File: src/rtl/charlieplex_pkg.sv
// Shared types and elaboration-time helpers for the charlieplexed PWM display.
package charlieplex_pkg;

   typedef enum logic {
      ST_BLANK = 1'b0,
      ST_LIGHT = 1'b1
   } state_t;

   // Smallest pin count p with p*(p-1) >= pixelcount.
   function automatic int unsigned pincount(input int unsigned pixelcount);
      int unsigned p;
      p = 2;
      for (int unsigned i = 2; i < 256; i++) begin
         if (i * (i - 1) < pixelcount) p = i + 1;
      end
      return p;
   endfunction

   // LED number for anode column x and cathode row y (x != y).
   function automatic int unsigned led_index(input int unsigned x, input int unsigned y,
                                             input int unsigned pc);
      if (x > y) return (pc - 1) * x + y;
      else       return (pc - 1) * x + y - 1;
   endfunction

endpackage

File: src/rtl/charlieplex_decode.sv
// Combinational pixel-to-pin decoder; the parent registers its outputs.
module charlieplex_decode
   import charlieplex_pkg::*;
#(
   parameter int unsigned PIXELCOUNT = 12,
   parameter int unsigned PINCOUNT   = 4,
   parameter int unsigned AW         = 4
) (
   input  logic [AW-1:0]       pixel,
   input  logic                on,
   output logic [PINCOUNT-1:0] out_en_c,
   output logic [PINCOUNT-1:0] out_value_c
);

   // Search the (column,row) pair that maps to the selected pixel.
   always_comb begin
      out_en_c    = '0;
      out_value_c = '0;
      for (int unsigned x = 0; x < PINCOUNT; x++) begin
         for (int unsigned y = 0; y < PINCOUNT; y++) begin
            if (on && (x != y) && (led_index(x, y, PINCOUNT) == 32'(pixel)) &&
                (32'(pixel) < PIXELCOUNT)) begin
               out_en_c    = (PINCOUNT'(1) << x) | (PINCOUNT'(1) << y);
               out_value_c = PINCOUNT'(1) << x;
            end
         end
      end
   end

endmodule

File: src/rtl/charlieplex_pwm_display.sv
// Charlieplexed LED scanner with per-pixel PWM and a double-buffered framebuffer.
module charlieplex_pwm_display
   import charlieplex_pkg::*;
#(
   parameter int unsigned PIXELCOUNT = 12,
   parameter int unsigned BPP        = 4,
   parameter int unsigned PRESCALE   = 16,
   parameter int unsigned BLANK      = 2,
   localparam int unsigned PINCOUNT  = pincount(PIXELCOUNT),
   localparam int unsigned AW        = $clog2(PIXELCOUNT)
) (
   input  logic                clk,
   input  logic                rst_n,
   input  logic                enable,
   input  logic                wr_en,
   input  logic [AW-1:0]       wr_addr,
   input  logic [BPP-1:0]      wr_data,
   input  logic                swap_req,
   output logic                swap_ack,
   output logic                frame_start,
   output logic [PINCOUNT-1:0] out_en,
   output logic [PINCOUNT-1:0] out_value
);

   localparam int unsigned STEPS = (1 << BPP) - 1;
   localparam int unsigned CMAX  = (PRESCALE > BLANK) ? PRESCALE : BLANK;
   localparam int unsigned CW    = $clog2(CMAX + 1);

   state_t         state;
   logic [AW-1:0]  pixel;
   logic [CW-1:0]  cnt;
   logic [BPP-1:0] step;
   logic [BPP-1:0] cur_bright;
   logic           front_sel;
   logic           swap_pending;
   logic [BPP-1:0] buf0 [PIXELCOUNT];
   logic [BPP-1:0] buf1 [PIXELCOUNT];

   logic                blank_done_c;
   logic                step_done_c;
   logic                slot_done_c;
   logic                wrap_c;
   logic                lit_c;
   logic                wr_ok_c;
   logic [BPP-1:0]      front_val_c;
   logic [PINCOUNT-1:0] dec_en_c;
   logic [PINCOUNT-1:0] dec_value_c;

   assign blank_done_c = (state == ST_BLANK) && (cnt == CW'(BLANK - 1));
   assign step_done_c  = (state == ST_LIGHT) && (cnt == CW'(PRESCALE - 1));
   assign slot_done_c  = step_done_c && (step == BPP'(STEPS - 1));
   assign wrap_c       = slot_done_c && (pixel == AW'(PIXELCOUNT - 1));
   assign lit_c        = (state == ST_LIGHT) && enable && (step < cur_bright);
   assign wr_ok_c      = wr_en && (32'(wr_addr) < PIXELCOUNT);
   assign front_val_c  = front_sel ? buf1[pixel] : buf0[pixel];

   charlieplex_decode #(
      .PIXELCOUNT (PIXELCOUNT),
      .PINCOUNT   (PINCOUNT),
      .AW         (AW)
   ) u_decode (
      .pixel       (pixel),
      .on          (lit_c),
      .out_en_c    (dec_en_c),
      .out_value_c (dec_value_c)
   );

   // Scan FSM: blanking, then PWM steps of the current pixel; wraps to pixel 0.
   always_ff @(posedge clk or negedge rst_n) begin
      if (!rst_n) begin
         state       <= ST_BLANK;
         pixel       <= '0;
         cnt         <= '0;
         step        <= '0;
         cur_bright  <= '0;
         frame_start <= 1'b0;
      end else begin
         frame_start <= 1'b0;
         case (state)
            ST_BLANK: begin
               if (blank_done_c) begin
                  state      <= ST_LIGHT;
                  cnt        <= '0;
                  step       <= '0;
                  cur_bright <= front_val_c;
               end else begin
                  cnt <= cnt + CW'(1);
               end
            end
            ST_LIGHT: begin
               if (step_done_c) begin
                  cnt <= '0;
                  if (slot_done_c) begin
                     state <= ST_BLANK;
                     step  <= '0;
                     if (wrap_c) begin
                        pixel       <= '0;
                        frame_start <= 1'b1;
                     end else begin
                        pixel <= pixel + AW'(1);
                     end
                  end else begin
                     step <= step + BPP'(1);
                  end
               end else begin
                  cnt <= cnt + CW'(1);
               end
            end
            default: state <= ST_BLANK;
         endcase
      end
   end

   // Sticky swap request, honoured only in the wrap cycle.
   always_ff @(posedge clk or negedge rst_n) begin
      if (!rst_n) begin
         front_sel    <= 1'b0;
         swap_pending <= 1'b0;
         swap_ack     <= 1'b0;
      end else begin
         swap_ack <= 1'b0;
         if (wrap_c && (swap_pending || swap_req)) begin
            front_sel    <= ~front_sel;
            swap_pending <= 1'b0;
            swap_ack     <= 1'b1;
         end else if (swap_req) begin
            swap_pending <= 1'b1;
         end
      end
   end

   // Host writes always target the current back buffer.
   always_ff @(posedge clk or negedge rst_n) begin
      if (!rst_n) begin
         for (int unsigned i = 0; i < PIXELCOUNT; i++) begin
            buf0[i] <= '0;
            buf1[i] <= '0;
         end
      end else if (wr_ok_c) begin
         if (front_sel) buf0[wr_addr] <= wr_data;
         else           buf1[wr_addr] <= wr_data;
      end
   end

   // Registered pin drive.
   always_ff @(posedge clk or negedge rst_n) begin
      if (!rst_n) begin
         out_en    <= '0;
         out_value <= '0;
      end else begin
         out_en    <= dec_en_c;
         out_value <= dec_value_c;
      end
   end

endmodule
File: config.mk
export PLATFORM = sky130hd
export DESIGN_NAME = charlieplex_pwm_display
export DESIGN_NICKNAME = d
export VERILOG_FILES = /design/src/rtl/charlieplex_pkg.sv /design/src/rtl/charlieplex_decode.sv /design/src/rtl/charlieplex_pwm_display.sv
export SDC_FILE = /design/constraint.sdc
export NUM_CORES = 1
export LEC_CHECK = 0
export CAP_MARGIN = 20
export CORE_UTILIZATION = 36
export CTS_CLUSTER_DIAMETER = 200
export CTS_CLUSTER_SIZE = 24
export DETAILED_ROUTE_END_ITERATION = 12
export PLACE_DENSITY = 0.6
export SLEW_MARGIN = 10
export SYNTH_ARGS = -nofsm -noshare
export SYNTH_HDL_FRONTEND = slang
export SYNTH_SLANG_ARGS = --single-unit
File: constraint.sdc
create_clock -name clk -period 2.4 [get_ports clk]
set_input_delay 0.24 -clock clk [delete_from_list [all_inputs] [get_ports clk]]
set_output_delay 0.24 -clock clk [all_outputs]
set_load 0.005 [all_outputs]
# --- Yosys cells after proc, flatten, opt, wreduce, memory -nomap -nowiden ---
# Index checks and enable logic that the tools add are counted.
op_classes:
  n_reduce_logical: 41
  bitwise_logic: 4
  muxes: 54
  eq_ne: 17
  add_sub_neg: 3
  n_lt_le_gt_ge: 6
ops:
  columns: ["cell", "n"]
  rows:
  - ["4-bit 2-to-1 mux", 32]
  - ["48-bit bitwise mux", 2]
  - ["1-bit logical AND", 33]
  - ["4-bit binary-select mux with 4-bit select", 2]
  - ["32-bit logical NOT", 1]
  - ["4-bit demux with 4-bit select", 1]
  - ["3-bit by 4-bit == test with 1-bit output (first input constant)", 4]
  - ["4-bit == test (first input constant)", 4]
  - ["1-bit 2-to-1 mux", 11]
  - ["5-bit greater-or-equal comparator (second input constant)", 2]
  - ["5-bit 2-to-1 mux", 2]
  - ["4-bit NOT with 5-bit output", 2]
  - ["5-bit one-hot mux with 2 select lines", 1]
  - ["4-bit by 1-bit adder with 4-bit output (second input constant)", 2]
  - ["2-bit by 4-bit == test with 1-bit output (first input constant)", 2]
  - ["4-bit == test (second input constant)", 2]
  - ["4-bit < comparator (second input constant)", 2]
  - ["4-bit one-hot mux with 2 select lines", 1]
  - ["2-bit AND reduction", 4]
  - ["5-bit by 1-bit adder with 5-bit output (second input constant)", 1]
  - ["5-bit by 1-bit == test with 1-bit output (second input constant)", 1]
  - ["5-bit by 4-bit == test with 1-bit output (second input constant)", 1]
  - ["5-bit by 1-bit < comparator with 1-bit output (second input constant)", 1]
  - ["1-bit by 4-bit == test with 1-bit output (first input constant)", 1]
  - ["9 further kinds", 10]
totals:
  ff_bits: 126
  output_inout_bits: 10
  wordCells: 160

# --- Longest topological paths before layout ---
depth:
  word_depth: 16
  mapped_depth: 10
  mapped_depth_nobuf: 7

# --- Hierarchy ---
# Synthesis repeated with hierarchy kept, for this count alone.
unflattened:
  hier_cells: 499
  hier_area_um2: 6113.4
by_module_without_submodules:
  columns: ["mod", "area_per_inst_um2", "n_inst", "cells_each"]
  rows:
  - ["charlieplex_pwm_display", 5843.1, 1, 463]
  - ["charlieplex_decode", 270.3, 1, 36]

# --- Worst setup path after synthesis ---
# No wires, ideal clock.
synth_timing:
  path_kind: "register -> register"
  from: "register pixel[1]"
  to: "register out_en[2]"
  setup_ps: 104
  stages_incl_launch_ff: 11
  arrival_time_ps: 2049
  path_slack_ps: 247
  path_cell_list: "dfrtp_1 -> buf_2 -> buf_6 -> buf_6 -> inv_1 -> ha_1 -> buf_2 -> or3b_2 -> a21oi_1 -> o21ai_0 -> a221oi_1"
synth_via:
  elab_chain_cells: 14
  word_cells_on_any_way: 45
  cone_classes: "1 x order compare; 11 x eq/ne; 11 x mux; 22 x reduce/logical"
synth_lines:
  columns: ["element", "line", "source"]
  rows:
  - ["from (decl)", "charlieplex_pwm_display.sv:30", "logic [AW-1:0] pixel;"]
  - ["from (signal assigned)", "charlieplex_pwm_display.sv:100", "pixel <= pixel + AW'(1);"]
  - ["parallel branches: the longest is 13 deep, another holds 4-bit < comparator", null, null]
  - ["4-bit 2-to-1 mux (*)", "charlieplex_decode.sv:21", "if (on && (x != y) && (led_index(x, y, PINCOUNT) == 32'(pixel)) &&"]
  - ["via dec_en_c[2]", "charlieplex_pwm_display.sv:46", "logic [PINCOUNT-1:0] dec_en_c;"]
  - ["to (signal assigned)", "charlieplex_pwm_display.sv:151", "out_en <= dec_en_c;"]
  - ["to (decl)", "charlieplex_pwm_display.sv:21", "output logic [PINCOUNT-1:0] out_en,"]
# Mark *: on every way through the listed nets, which the timed path passes.
# A chain may end at the register's enable or synchronous reset.

# --- Final worst setup path ---
layout_timing:
  from: "register pixel[0]"
  to: "register cur_bright[1]"
layout_via:
  elab_chain_cells: 5
  word_cells_on_any_way: 8
  cone_classes: "7 x mux; 1 x bitwise"
layout_lines:
  columns: ["element", "line", "source"]
  rows:
  - ["4-bit NOT with 5-bit output (not written as such) (*)", "charlieplex_pwm_display.sv:55", "assign front_val_c = front_sel ? buf1[pixel] : buf0[pixel];"]
  - ["4-bit binary-select mux with 4-bit select", "charlieplex_pwm_display.sv:55", null]
  - ["4-bit 2-to-1 mux (not written as such) (2 in series)", "charlieplex_pwm_display.sv:55", null]
  - ["4-bit 2-to-1 mux (*)", "charlieplex_pwm_display.sv:55", null]
  - ["to (signal assigned)", "charlieplex_pwm_display.sv:85", "cur_bright <= front_val_c;"]
  - ["to (decl)", "charlieplex_pwm_display.sv:33", "logic [BPP-1:0] cur_bright;"]
# Every way passes the cells marked *; elsewhere a longest branch is shown, timed or not. The select of a mux whose other input is x is not followed.

==> results_dict.tcl <==
set metrics [dict create \
    die_h_um 133 \
    grt_pass1_wl_mm 22.4 \
    maxSlewViolCount 0 \
    die-area_mm2 0.0178 \
    grt_pass1_vias 4098 \
    antenna_cells 0 \
    critPathKind "register to register" \
    grt_overflow 0 \
    cts_sinks 126 \
    critPathLaunch "pixel[0]$_DFFE_PN0P_" \
    die_w_um 133 \
    cts_tree "done" \
    clk_pin_slew_ns 0.06 \
    ff2ff_path_depth 5 \
    critPathArrivalTime_ns 2.29 \
    dpl.hpwl_mm 9.31 \
    cp-end-kind "register" \
    slowest_delay_ns 0.62 \
    synth_common_cells "dfrtp_1, mux2_2, nand2_1" \
    maxSlewHeadroom_pct 38.9 \
    setup_violations 0 \
    gp_congestion 0.853 \
    avgSynthCellArea_um2 13.1 \
    nets 533 \
    worstSetupEndpoint "cur_bright[1]$_DFFE_PN0P_" \
    synth_ff_type "dfrtp_1" \
    start_util_pct 37.2 \
    avgViaCountPerCell 5.25 \
    period_share_pct 83.3 \
    async_reset_ff_share_pct 100 \
    grt_max_degree 67 \
    clk_path_buf_depth 2 \
    min_period_ns 2.00 \
    vdd_ir_drop_max_v 0.000492 \
    yosys.area.top_type "dfrtp_1" \
    ys_seq_elements 126 \
    power_mw 5.71 \
    worst_pin_slew_ns 0.913 \
    vias 3890 \
    r2r-start "pixel[0]$_DFFE_PN0P_" \
    r2r_end "cur_bright[1]$_DFFE_PN0P_" \
    fin_tns_setup_ns 0 \
    yosysMostFrequentCell "dfrtp_1" \
    io_buffers 22 \
    ys_types 53 \
    status "complete, no violations" \
    skew_ns 0.00686 \
    fmax_mhz 500 \
    crit_chain "buf_4 > mux4_1 > a22oi_1 > and3_1 > a221oi_1" \
    cp-start-kind "register" \
    hold_path.class "input port to asynchronous set/reset pin" \
    synth_area_mm2 0.00622 \
    wl_per_cell_um 18.1 \
    synth_top_area_share_pct 50.7 \
    clk_latency_ns 0.42 \
    drt_iter0_drc 240 \
    h-tree-depth 4 \
    ys_seq_area_share_pct 50.7 \
    num_io_pins 23 \
    leakage_nw 3.18 \
    power_density_mw_per_mm2 778 \
    drt_first_pass_iters 6 \
    critical_path_required_ns 2.69 \
    drive_gt1_share_pct 31.1 \
    synth_edf_count 0 \
    cap_violations 0 \
    synth.area.top_cells "dfrtp_1, mux2_2, mux4_1" \
    cp_slowest_cell "mux4_1" \
    ant_nets 0 \
    coreArea_mm2 0.0167 \
    antenna_found_initial 0 \
    synth.net_count 501 \
    drc 0 \
    grt.total_usage_pct 16.7 \
    syn_to_final_growth_pct 18.0 \
    rsz0062_at_grt "false" \
    core.rowCount 47 \
    yosysWarningCount 0 \
    synthCells 476 \
    reg2reg_setup_slack_ns 0.40 \
    cts_made_buffers 17 \
    root_buffer "clkbuf_16" \
    crit_fanout 25 \
    drt-total-wl_mm 13.4 \
    hold_viol_final 0 \
]
[worst min-delay path by stage]
stage	slack [ns]	startpoint	to	cells past startpoint
after global placement	0.20	rst_n	swap_pending$_DFFE_PN0P_	1
after detailed placement	0.21	rst_n	swap_pending$_DFFE_PN0P_	1
final	0.30	rst_n	out_value[0]$_DFF_PN0_	2
after floorplan	-0.06	rst_n	buf0[0]$_DFFE_PN0P_	0
after global routing	0.34	rst_n	swap_pending$_DFFE_PN0P_	2
after CTS	0.31	rst_n	out_value[0]$_DFF_PN0_	2
[where the power goes]
group	leakage, nW	switching (mW)	internal [mW]
sequential	1.64	0.0968	2.31
clock	0.318	0.973	1.91
combinational	1.22	0.188	0.232
[registers in the layout, indices dropped and copies added (netlist names)]
name	cells
swap_pending	1
cur_bright	4
out_en	4
frame_start	1
step	4
front_sel	1
state	1
buf0	48
out_value	4
pixel	4
cnt	5
swap_ack	1
buf1	48
[critical path: cells and delay by family, from the launching register on]
| family | cells | cell delay [ns] |
|---|---|---|
| buffers and inverters | 1 | 0.41 |
| DFF | 1 | 0.39 |
| muxes | 1 | 0.62 |
| AOI/OAI and AO/OA | 2 | 0.24 |
| and+or+nand+nor | 1 | 0.19 |
[cell usage in the layout, fill, tap and decap left out, drive strengths merged, types with 3 or more instances in the layout]
cell type        n
or2              3
a22oi            4
nand2b          12
and2             4
ha              12
dfrtp          126
buf             18
nor4             6
clkdlybuf4s50   21
a221oi           5
inv             16
nand2           27
o21ai           11
bufinv           5
a31oi            3
mux2i           17
mux4            16
nand3            4
a21oi            8
mux2            97
and3             8
o32ai            8
clkbuf          20
nand3b           4
nor3             6
nor2            22
nor2b            5
a211oi           6
[what timing repair did]
item	CTS	global route
endpoints found under the hold margin	30	0
resized for setup	0	0
hold buffers	1	0
buffers inserted	0	0
[area by class of cell]
cell class	count	area [µm²]
Sequential cell	126	3150
Inverter	12	45.0
Tap cell	220	275
Timing Repair Buffer	40	368
Clock inverter	12	205
Multi-Input combinational cell	311	2840
Fill cell	1517	9360
Clock buffer	20	457
[per-layer routing]
metal	global-route usage, %	vias to the layer above	wire, µm
met5	0	-	0
met4	6.06	0	274
met3	4.03	23	422
met2	26.9	75	6390
met1	21.8	1965	6330
li1	-	1827	-
[through the flow]
step	utilization, %	area (µm²)	hold WS [ns]	cells	setup slack, ns
floorplan	-	6220	-0.0556	476	0.247
global placement	39.9	6670	0.205	708	0.228
detailed placement	39.9	6670	0.215	708	0.177
CTS	44.0	7340	0.309	741	0.385
global route	44.0	7340	0.342	741	0.249
finish	44.0	7340	0.297	741	0.400
[kinds of logic (layout without fill, tap and decap cells)]
logic type,after synthesis,after routing,share of synthesized area (%)
adder cells (fa/ha/maj),12,12,2.41
multiplexers,130,130,26.7
flip-flops,126,126,50.7
AND/OR/NAND/NOR,111,111,9.88
XOR/XNOR,3,3,0.423
AO/OA/AOI/OAI,55,55,6.18
buffers and inverters,39,84,3.68
(Power assumes the default switching activity.)
